[src/rtl/booth_mul_sequencer_pkg.sv]
// Shared definitions for the Booth multiplier sequencer: FSM state encoding
// and the default done-watchdog limit.
package booth_mul_sequencer_pkg;

    typedef enum logic [1:0] {
        ST_IDLE  = 2'd0,
        ST_ISSUE = 2'd1,
        ST_WAIT  = 2'd2,
        ST_OUT   = 2'd3
    } state_t;

    // One Booth iteration per operand bit plus controller overhead and margin.
    function automatic int default_timeout(input int n);
        return 2 * n + 8;
    endfunction

endpackage

[src/rtl/booth_mul_sequencer_skid_slot.sv]
// One-entry operand skid register. When empty, the output shows the incoming
// pair directly so a same-cycle pop can take it without storing it.
module booth_skid_slot #(
    parameter int W = 16
) (
    input  logic         clk,
    input  logic         rst,
    input  logic         push,
    input  logic         pop,
    input  logic [W-1:0] din,
    output logic [W-1:0] dout,
    output logic         full
);

    logic [W-1:0] slot;

    always_ff @(posedge clk) begin
        if (rst) begin
            full <= 1'b0;
        end else if (pop) begin
            full <= 1'b0;
        end else if (push) begin
            full <= 1'b1;
        end
    end

    // NOTE: payload storage carries no reset; the full flag alone says whether it is meaningful.
    always_ff @(posedge clk) begin
        if (push && !pop && !full) begin
            slot <= din;
        end
    end

    assign dout = full ? slot : din;

endmodule

[src/rtl/booth_mul_sequencer.sv]
// Valid/ready front end for the sequential Booth multiplier: issues held
// operands with a start pulse, captures the product on done, aborts on timeout.
module booth_mul_sequencer
    import booth_mul_sequencer_pkg::*;
#(
    parameter int N       = 8,
    parameter int TIMEOUT = default_timeout(N)
) (
    input  logic           clk,
    input  logic           rst,
    input  logic           in_valid,
    output logic           in_ready,
    input  logic [N-1:0]   in_a,
    input  logic [N-1:0]   in_b,
    output logic           res_valid,
    input  logic           res_ready,
    output logic [2*N-1:0] res_p,
    output logic           res_err,
    output logic           mul_start,
    output logic [N-1:0]   mul_a,
    output logic [N-1:0]   mul_b,
    input  logic           mul_done,
    input  logic [2*N-1:0] mul_product,
    output logic           busy
);

    localparam int            CW        = $clog2(TIMEOUT + 1);
    localparam logic [CW-1:0] TIMEOUT_C = CW'(TIMEOUT);

    state_t          state;
    logic [CW-1:0]   watchdog;
    logic [CW-1:0]   watchdog_next;
    logic [CW-1:0]   holdoff;
    logic            skid_full;
    logic [2*N-1:0]  skid_dout;
    logic            accept;
    logic            res_fire;

    // The multiplier has no reset, so after our reset we wait out a full run.
    assign in_ready      = (holdoff == '0) && ((state == ST_IDLE) || !skid_full);
    assign accept        = in_valid && in_ready;
    assign res_fire      = res_valid && res_ready;
    assign watchdog_next = watchdog + 1'b1;

    booth_skid_slot #(
        .W(2 * N)
    ) u_skid (
        .clk  (clk),
        .rst  (rst),
        .push (accept && (state != ST_IDLE)),
        .pop  (res_fire),
        .din  ({in_a, in_b}),
        .dout (skid_dout),
        .full (skid_full)
    );

    // NOTE: every register here is state, so only non-blocking assignments are used.
    always_ff @(posedge clk) begin
        if (rst) begin
            state     <= ST_IDLE;
            mul_start <= 1'b0;
            mul_a     <= '0;
            mul_b     <= '0;
            res_valid <= 1'b0;
            res_err   <= 1'b0;
            res_p     <= '0;
            busy      <= 1'b0;
            watchdog  <= '0;
            holdoff   <= TIMEOUT_C;
        end else begin
            mul_start <= 1'b0;
            if (holdoff != '0) begin
                holdoff <= holdoff - 1'b1;
            end
            unique case (state)
                ST_IDLE: begin
                    if (accept) begin
                        {mul_a, mul_b} <= {in_a, in_b};
                        mul_start      <= 1'b1;
                        busy           <= 1'b1;
                        state          <= ST_ISSUE;
                    end
                end
                ST_ISSUE: begin
                    watchdog <= '0;
                    state    <= ST_WAIT;
                end
                ST_WAIT: begin
                    watchdog <= watchdog_next;
                    // A done arriving on the timeout cycle still delivers its product.
                    if (mul_done) begin
                        res_p     <= mul_product;
                        res_err   <= 1'b0;
                        res_valid <= 1'b1;
                        state     <= ST_OUT;
                    end else if (watchdog_next == TIMEOUT_C) begin
                        res_p     <= '0;
                        res_err   <= 1'b1;
                        res_valid <= 1'b1;
                        state     <= ST_OUT;
                    end
                end
                ST_OUT: begin
                    if (res_fire) begin
                        res_valid <= 1'b0;
                        if (skid_full || accept) begin
                            {mul_a, mul_b} <= skid_dout;
                            mul_start      <= 1'b1;
                            state          <= ST_ISSUE;
                        end else begin
                            busy  <= 1'b0;
                            state <= ST_IDLE;
                        end
                    end
                end
                default: state <= ST_IDLE;
            endcase
        end
    end

endmodule

[config.mk]
export PLATFORM = sky130hd
export DESIGN_NAME = booth_mul_sequencer
export DESIGN_NICKNAME = d
export VERILOG_FILES = /design/src/rtl/booth_mul_sequencer_pkg.sv /design/src/rtl/booth_mul_sequencer_skid_slot.sv /design/src/rtl/booth_mul_sequencer.sv
export SDC_FILE = /design/constraint.sdc
export NUM_CORES = 1
export LEC_CHECK = 0
export ABC_AREA = 1
export CAP_MARGIN = 40
export CORE_UTILIZATION = 25
export CTS_CLUSTER_SIZE = 24
export DETAILED_ROUTE_END_ITERATION = 12
export HOLD_SLACK_MARGIN = 0.08
export PLACE_DENSITY = 0.55
export SLEW_MARGIN = 20
export SYNTH_ARGS = -nofsm -noshare
export SYNTH_HDL_FRONTEND = slang
export SYNTH_HIERARCHICAL = 1
export SYNTH_SLANG_ARGS = --single-unit
export TNS_END_PERCENT = 50
[constraint.sdc]
create_clock -name clk -period 2.6 [get_ports clk]
set_input_delay 0.65 -clock clk [delete_from_list [all_inputs] [get_ports clk]]
set_output_delay 0.65 -clock clk [all_outputs]
set_load 0.02 [all_outputs]
==> impl_metrics.json, run 1 <==
{
  "seq_area_frac_synth": 0.478,
  "layout_common_cells": "158 x nand2_1, 72 x clkdlybuf4s50_1, 49 x dfxtp_1",
  "cts.sinks": 65,
  "grt_usage": 0.126,
  "peakVddDrop_mv": 0.361,
  "wl_per_cell_um": 11.6,
  "drv_cap": 0,
  "dieArea_um2": 12700,
  "drive_gt1_frac": 0.0862,
  "synth_top_area_share": 0.321,
  "gp_congestion": 0.794,
  "totalNegativeSetupSlack_ns": 0,
  "max_stage_delay_ns": 0.35,
  "top_layer": "met4",
  "drtIter0Drc": 121,
  "synth_top_flop_cell": "dfxtp_1",
  "cts_buffer_depth": 2,
  "drc": 0,
  "core_um2": 12000,
  "htree_levels": 3,
  "dieWidth_um": 113,
  "worst_path_most_repeated_cell": "inv_1",
  "final_common_cell": "nand2_1",
  "post-route-util": 0.352,
  "fmax_mhz": 431,
  "clk_latency_ns": 0.33,
  "dp_hpwl_um": 5170,
  "antenna_found_initial": 0,
  "fin_crit_ns": 2.32,
  "power_density_nw_per_um2": 772,
  "die_y_um": 113,
  "r2r_start": "state[0]",
  "postLayoutSetupSlackWorst_ns": 0.280,
  "syn_nets": 448,
  "cts_buffers": 9,
  "min_from": "res_p[15]",
  "yosysWarnings": 6,
  "io_pins": 74,
  "std_cell_rows": 40,
  "finClkSkew_ns": 0.00687,
  "finalSetupViolCount": 0,
  "met3_wirelength_um": 484,
  "hold_viol_final": 0,
  "finalWirelength_um": 7370,
  "diodes": 0,
  "slew_headroom": 0.647,
  "grt_pass1_wl_um": 12800,
  "grt_pass1_vias": 2804,
  "gr-total-overflow": 0,
  "hold_path_depth": 2,
  "path_clk_slew_ns": 0.05,
  "netlist_area_um2": 3060,
  "synthCells": 405,
  "hold_path_end": "res_p[15]",
  "period_share": 0.892,
  "critical_path_class": "flip-flop to output port",
  "synthTopCellsByArea": "dfxtp_1 32%, nand2_1 19%, edfxtp_1 16%",
  "cp.required_ns": 1.95,
  "hp-class": "flip-flop to flip-flop",
  "syn_area_per_cell_um2": 7.54,
  "vias_per_cell": 4.30,
  "leakage_nw": 1.70,
  "synth_edf_count": 16,
  "yosysTopAreaCell": "dfxtp_1",
  "cp_cell_sequence": "inv_1 > ha_1 > nand2_2 > nor2_4 > inv_1 > nor2_1 > dlygate4sd2_1",
  "post-route-cell-area_um2": 4210,
  "preCtsSetupSlack_ns": 0.353,
  "ys_ff_latch": 65,
  "initial_core_util": 0.255,
  "met1_length_um": 3500,
  "drv_slew": 0,
  "status": "finished, final reports clean",
  "crit_arrival_ns": 1.67,
  "startpoint_type": "flip-flop",
  "ant_nets": 0,
  "r2r-end": "mul_a[4]",
  "synth.distinct_cells": 32,
  "cts_setup_buffers": 0,
  "vias": 2728,
  "ctsRootBufferMaster": "clkbuf_16",
  "worstPathMaxFanout": 6,
  "placed_area_um2": 3920,
  "first_pass_iters": 4,
  "worst_slew_pin_slew_ns": 0.528,
  "cts_tree": "built",
  "port_buffers": 73,
  "end_kind": "output port",
  "wl_met2_um": 3280,
  "ff2ff_setup_slack_ns": 0.62,
  "syn_to_final_growth_pct": 37.8,
  "nNetsFinal": 525,
  "slowest_stage": "dlygate4sd2_1",
  "rsz0062_at_grt": "false",
  "async_flop_share": 0,
  "grt_max_degree": 26,
  "reg2reg_depth": 12
}
## state kept, by name, summed over array words and instances, names as in the netlist, 2 cells and up
name / cells
holdoff: 5
mul_a: 8
mul_b: 8
watchdog: 5
u_skid/slot: 16
state: 2
res_p: 16
## report_power, final
group	total (W)	switching, W	internal (W)
clock	0.00115	0.000431	0.000722
sequential	0.00122	0.0000667	0.00115
combinational	0.000877	0.000487	0.000390
total	0.00325	0.000984	0.00226
## stage by stage
step	std cells	power, W	hold WS (ns)
after global routing	634	0.00345	0.472
after global placement	618	0.00211	0.447
after detailed placement	618	0.00212	0.455
final	634	0.00325	0.460
after CTS	634	0.00329	0.464
after floorplan	405	0.00178	0.444
## how the worst max path moves through the flow
stage / startpoint / endpoint / slack, ns / cells past startpoint
2_1_floorplan: state[0] / u_skid/slot[0] / 0.42 / 8
3_3_place_gp: holdoff[0] / in_ready / 0.37 / 7
3_5_place_dp: holdoff[0] / in_ready / 0.35 / 7
4_1_cts: holdoff[0] / in_ready / 0.26 / 7
5_1_grt: holdoff[0] / in_ready / 0.14 / 7
6_report: holdoff[0] / in_ready / 0.28 / 7
## critical path, delay by kind of cell, from the launching register on
kind	cells	cell delay, ns
and+or+nand+nor	3	0.32
DFF	1	0.33
adders and majority gates	1	0.16
buffers and inverters	3	0.54
## layout make-up
| class | instances | area [um2] |
|---|---|---|
| fillers | 1267 | 7750 |
| flip-flops and latches | 65 | 1460 |
| multi-input cells | 291 | 1350 |
| repair buffers | 81 | 790 |
| clock buffers | 14 | 274 |
| well taps | 147 | 184 |
| inverters | 34 | 136 |
| clock inverters | 2 | 12.5 |
## synth_stat cells (2+ instances only)
master and instances:
a21oi_1 33, buf_1 2, buf_2 2, buf_6 3, clkbuf_1 5, dfxtp_1 49, edfxtp_1 16, ha_1 6
inv_1 28, inv_2 3, mux2i_1 7, nand2_1 158, nand2_2 9, nand3_1 18, nand4_1 3, nor2_1 39
nor2_2 2, nor3_1 3, o21ai_0 6
## metal layers
layer	up-vias	global-route usage
met4	0	0.0418
met5	-	0
li1	1435	-
met3	11	0.0502
met2	71	0.207
met1	1211	0.150
## cells by family (layout without fill, tap and decap cells)
kind of cell | count (synthesis) | count (layout) | synth area share
DFF | 65 | 65 | 0.478
adders and majority gates | 6 | 6 | 0.0246
muxes | 7 | 7 | 0.0229
and+or+nand+nor | 235 | 235 | 0.318
xor gates and xnor gates | 1 | 1 | 0.00287
AOI/OAI and AO/OA | 42 | 42 | 0.0737
buffers and inverters | 49 | 131 | 0.0794
## timing repair
item | CTS | global route
gates resized for setup | 1 | 0
hold buffers | 0 | 0
endpoints found under the setup margin | 1 | 0
(Power assumes the default switching activity.)
==> inputs of run 2 (changes only) <==
CORE_ASPECT_RATIO = 1.25   (was not set)
==> run 2 against run 1 <==
  * Critical path depth down 2
  * Register-to-register slack worse by 0.11 ns
  * Power up 0.13%
  * Sequential share of layout area down 0.15 points
  * Die area about the same
  * Utilization up 0.70 points
  * Critical path type unchanged
  * Largest cell class unchanged
  * Highest routed layer unchanged
==> impl_metrics.json, run 2 (synthesized netlist as in run 1, its figures left out) <==
{
  "status": "finished, final reports clean",
  "drv_cap": 0,
  "period_share": 0.886,
  "totalNegativeSetupSlack_ns": 0,
  "first_pass_iters": 4,
  "postCtsHoldBufs": 0,
  "htree_levels": 3,
  "grt_pass1_wl_um": 12000,
  "finalWirelength_um": 7490,
  "dieArea_um2": 12700,
  "cts.sinks": 65,
  "grt_pass1_vias": 2622,
  "hold_path_end": "res_p[6]",
  "largestRegisters": "res_p x16, u_skid/slot x16",
  "worst_slew_pin_slew_ns": 0.544,
  "clk_latency_ns": 0.32,
  "peakVddDrop_mv": 0.377,
  "grt_usage": 0.122,
  "path_clk_slew_ns": 0.05,
  "end_kind": "output port",
  "gr-total-overflow": 0,
  "vias_per_cell": 4.25,
  "power_density_nw_per_um2": 769,
  "std_cell_rows": 44,
  "preCtsSetupSlack_ns": 0.326,
  "fin_crit_ns": 2.30,
  "drive_gt1_frac": 0.0862,
  "antenna_found_initial": 0,
  "wl_per_cell_um": 11.6,
  "vias": 2751,
  "drc": 0,
  "cp.required_ns": 1.95,
  "syn_to_final_growth_pct": 38.4,
  "port_buffers": 73,
  "finalSetupViolCount": 0,
  "hold_viol_final": 0,
  "gp_congestion": 0.755,
  "nNetsFinal": 525,
  "dp_hpwl_um": 5140,
  "rsz0062_at_grt": "false",
  "ant_nets": 0,
  "cts_tree": "built",
  "cts_buffer_depth": 2,
  "dieWidth_um": 101,
  "slew_headroom": 0.637,
  "worstPathMaxFanout": 5,
  "critical_path_class": "flip-flop to output port",
  "ff2ff_setup_slack_ns": 0.51,
  "hp-class": "flip-flop to flip-flop",
  "die_y_um": 126,
  "initial_core_util": 0.259,
  "r2r-end": "mul_a[3]",
  "postLayoutSetupSlackWorst_ns": 0.295,
  "fmax_mhz": 434,
  "hold_path_depth": 2,
  "layout_common_cells": "158 x nand2_1, 72 x clkdlybuf4s50_1, 49 x dfxtp_1",
  "leakage_nw": 1.70,
  "crit_arrival_ns": 1.65,
  "hold-worst-slack_ns": 0.459,
  "cts_buffers": 9,
  "r2r_start": "state[0]",
  "min_from": "res_p[6]",
  "cts_setup_buffers": 0,
  "reg2reg_depth": 12,
  "startpoint_type": "flip-flop",
  "core_um2": 11800,
  "cts_resized": 1,
  "drv_slew": 0,
  "grt_max_degree": 26,
  "drtIter0Drc": 71,
  "io_pins": 74,
  "finClkSkew_ns": 0.00503,
  "diodes": 0,
  "final_common_cell": "nand2_1",
  "ctsRootBufferMaster": "clkbuf_16"
}
-- run 2: worst max path at each step --
stage / endpoint / startpoint / cells after the start / slack (ns)
2_1_floorplan: u_skid/slot[0] / state[0] / 8 / 0.42
3_3_place_gp: in_ready / holdoff[0] / 7 / 0.35
3_5_place_dp: in_ready / holdoff[0] / 7 / 0.33
4_1_cts: in_ready / holdoff[0] / 7 / 0.26
5_1_grt: in_ready / holdoff[0] / 7 / 0.13
6_report: in_ready / state[0] / 5 / 0.30
-- run 2: area by class of cell --
cell class	count	area, um2
fill	1287	7550
sequential	65	1460
multi-input combinational	291	1350
timing repair buffer	81	790
clock buffer	10	229
tap	161	201
inverter	34	136
clock inverter	6	58.8
-- run 2: worst max-delay path: stages (launching register included) --
cell,delay [ns]
dfxtp_1,0.36
inv_1,0.10
ha_1,0.30
nor2_2,0.20
nor2_1,0.07
dlygate4sd2_1,0.31
-- run 2: routing by layer --
metal | part of all wire | wire length (um) | track usage
met1 | 0.45 | 3400 | 0.139
met2 | 0.46 | 3420 | 0.201
met3 | 0.079 | 594 | 0.0570
met4 | 0.011 | 86 | 0.0392
met5 | 0 | 0 | 0
-- run 2: through the flow --
step | utilization | power [W] | instances | area, um2
after floorplan | - | 0.00178 | 405 | 3060
after global placement | 0.335 | 0.00209 | 632 | 3940
after detailed placement | 0.335 | 0.00211 | 632 | 3940
after CTS | 0.359 | 0.00329 | 648 | 4230
after global routing | 0.359 | 0.00342 | 648 | 4230
final | 0.359 | 0.00325 | 648 | 4230
-- run 2: report_power, final --
group          switching (W)  internal (W)
sequential         0.0000667       0.00115
combinational       0.000488      0.000376
clock               0.000436      0.000735
total               0.000990       0.00226
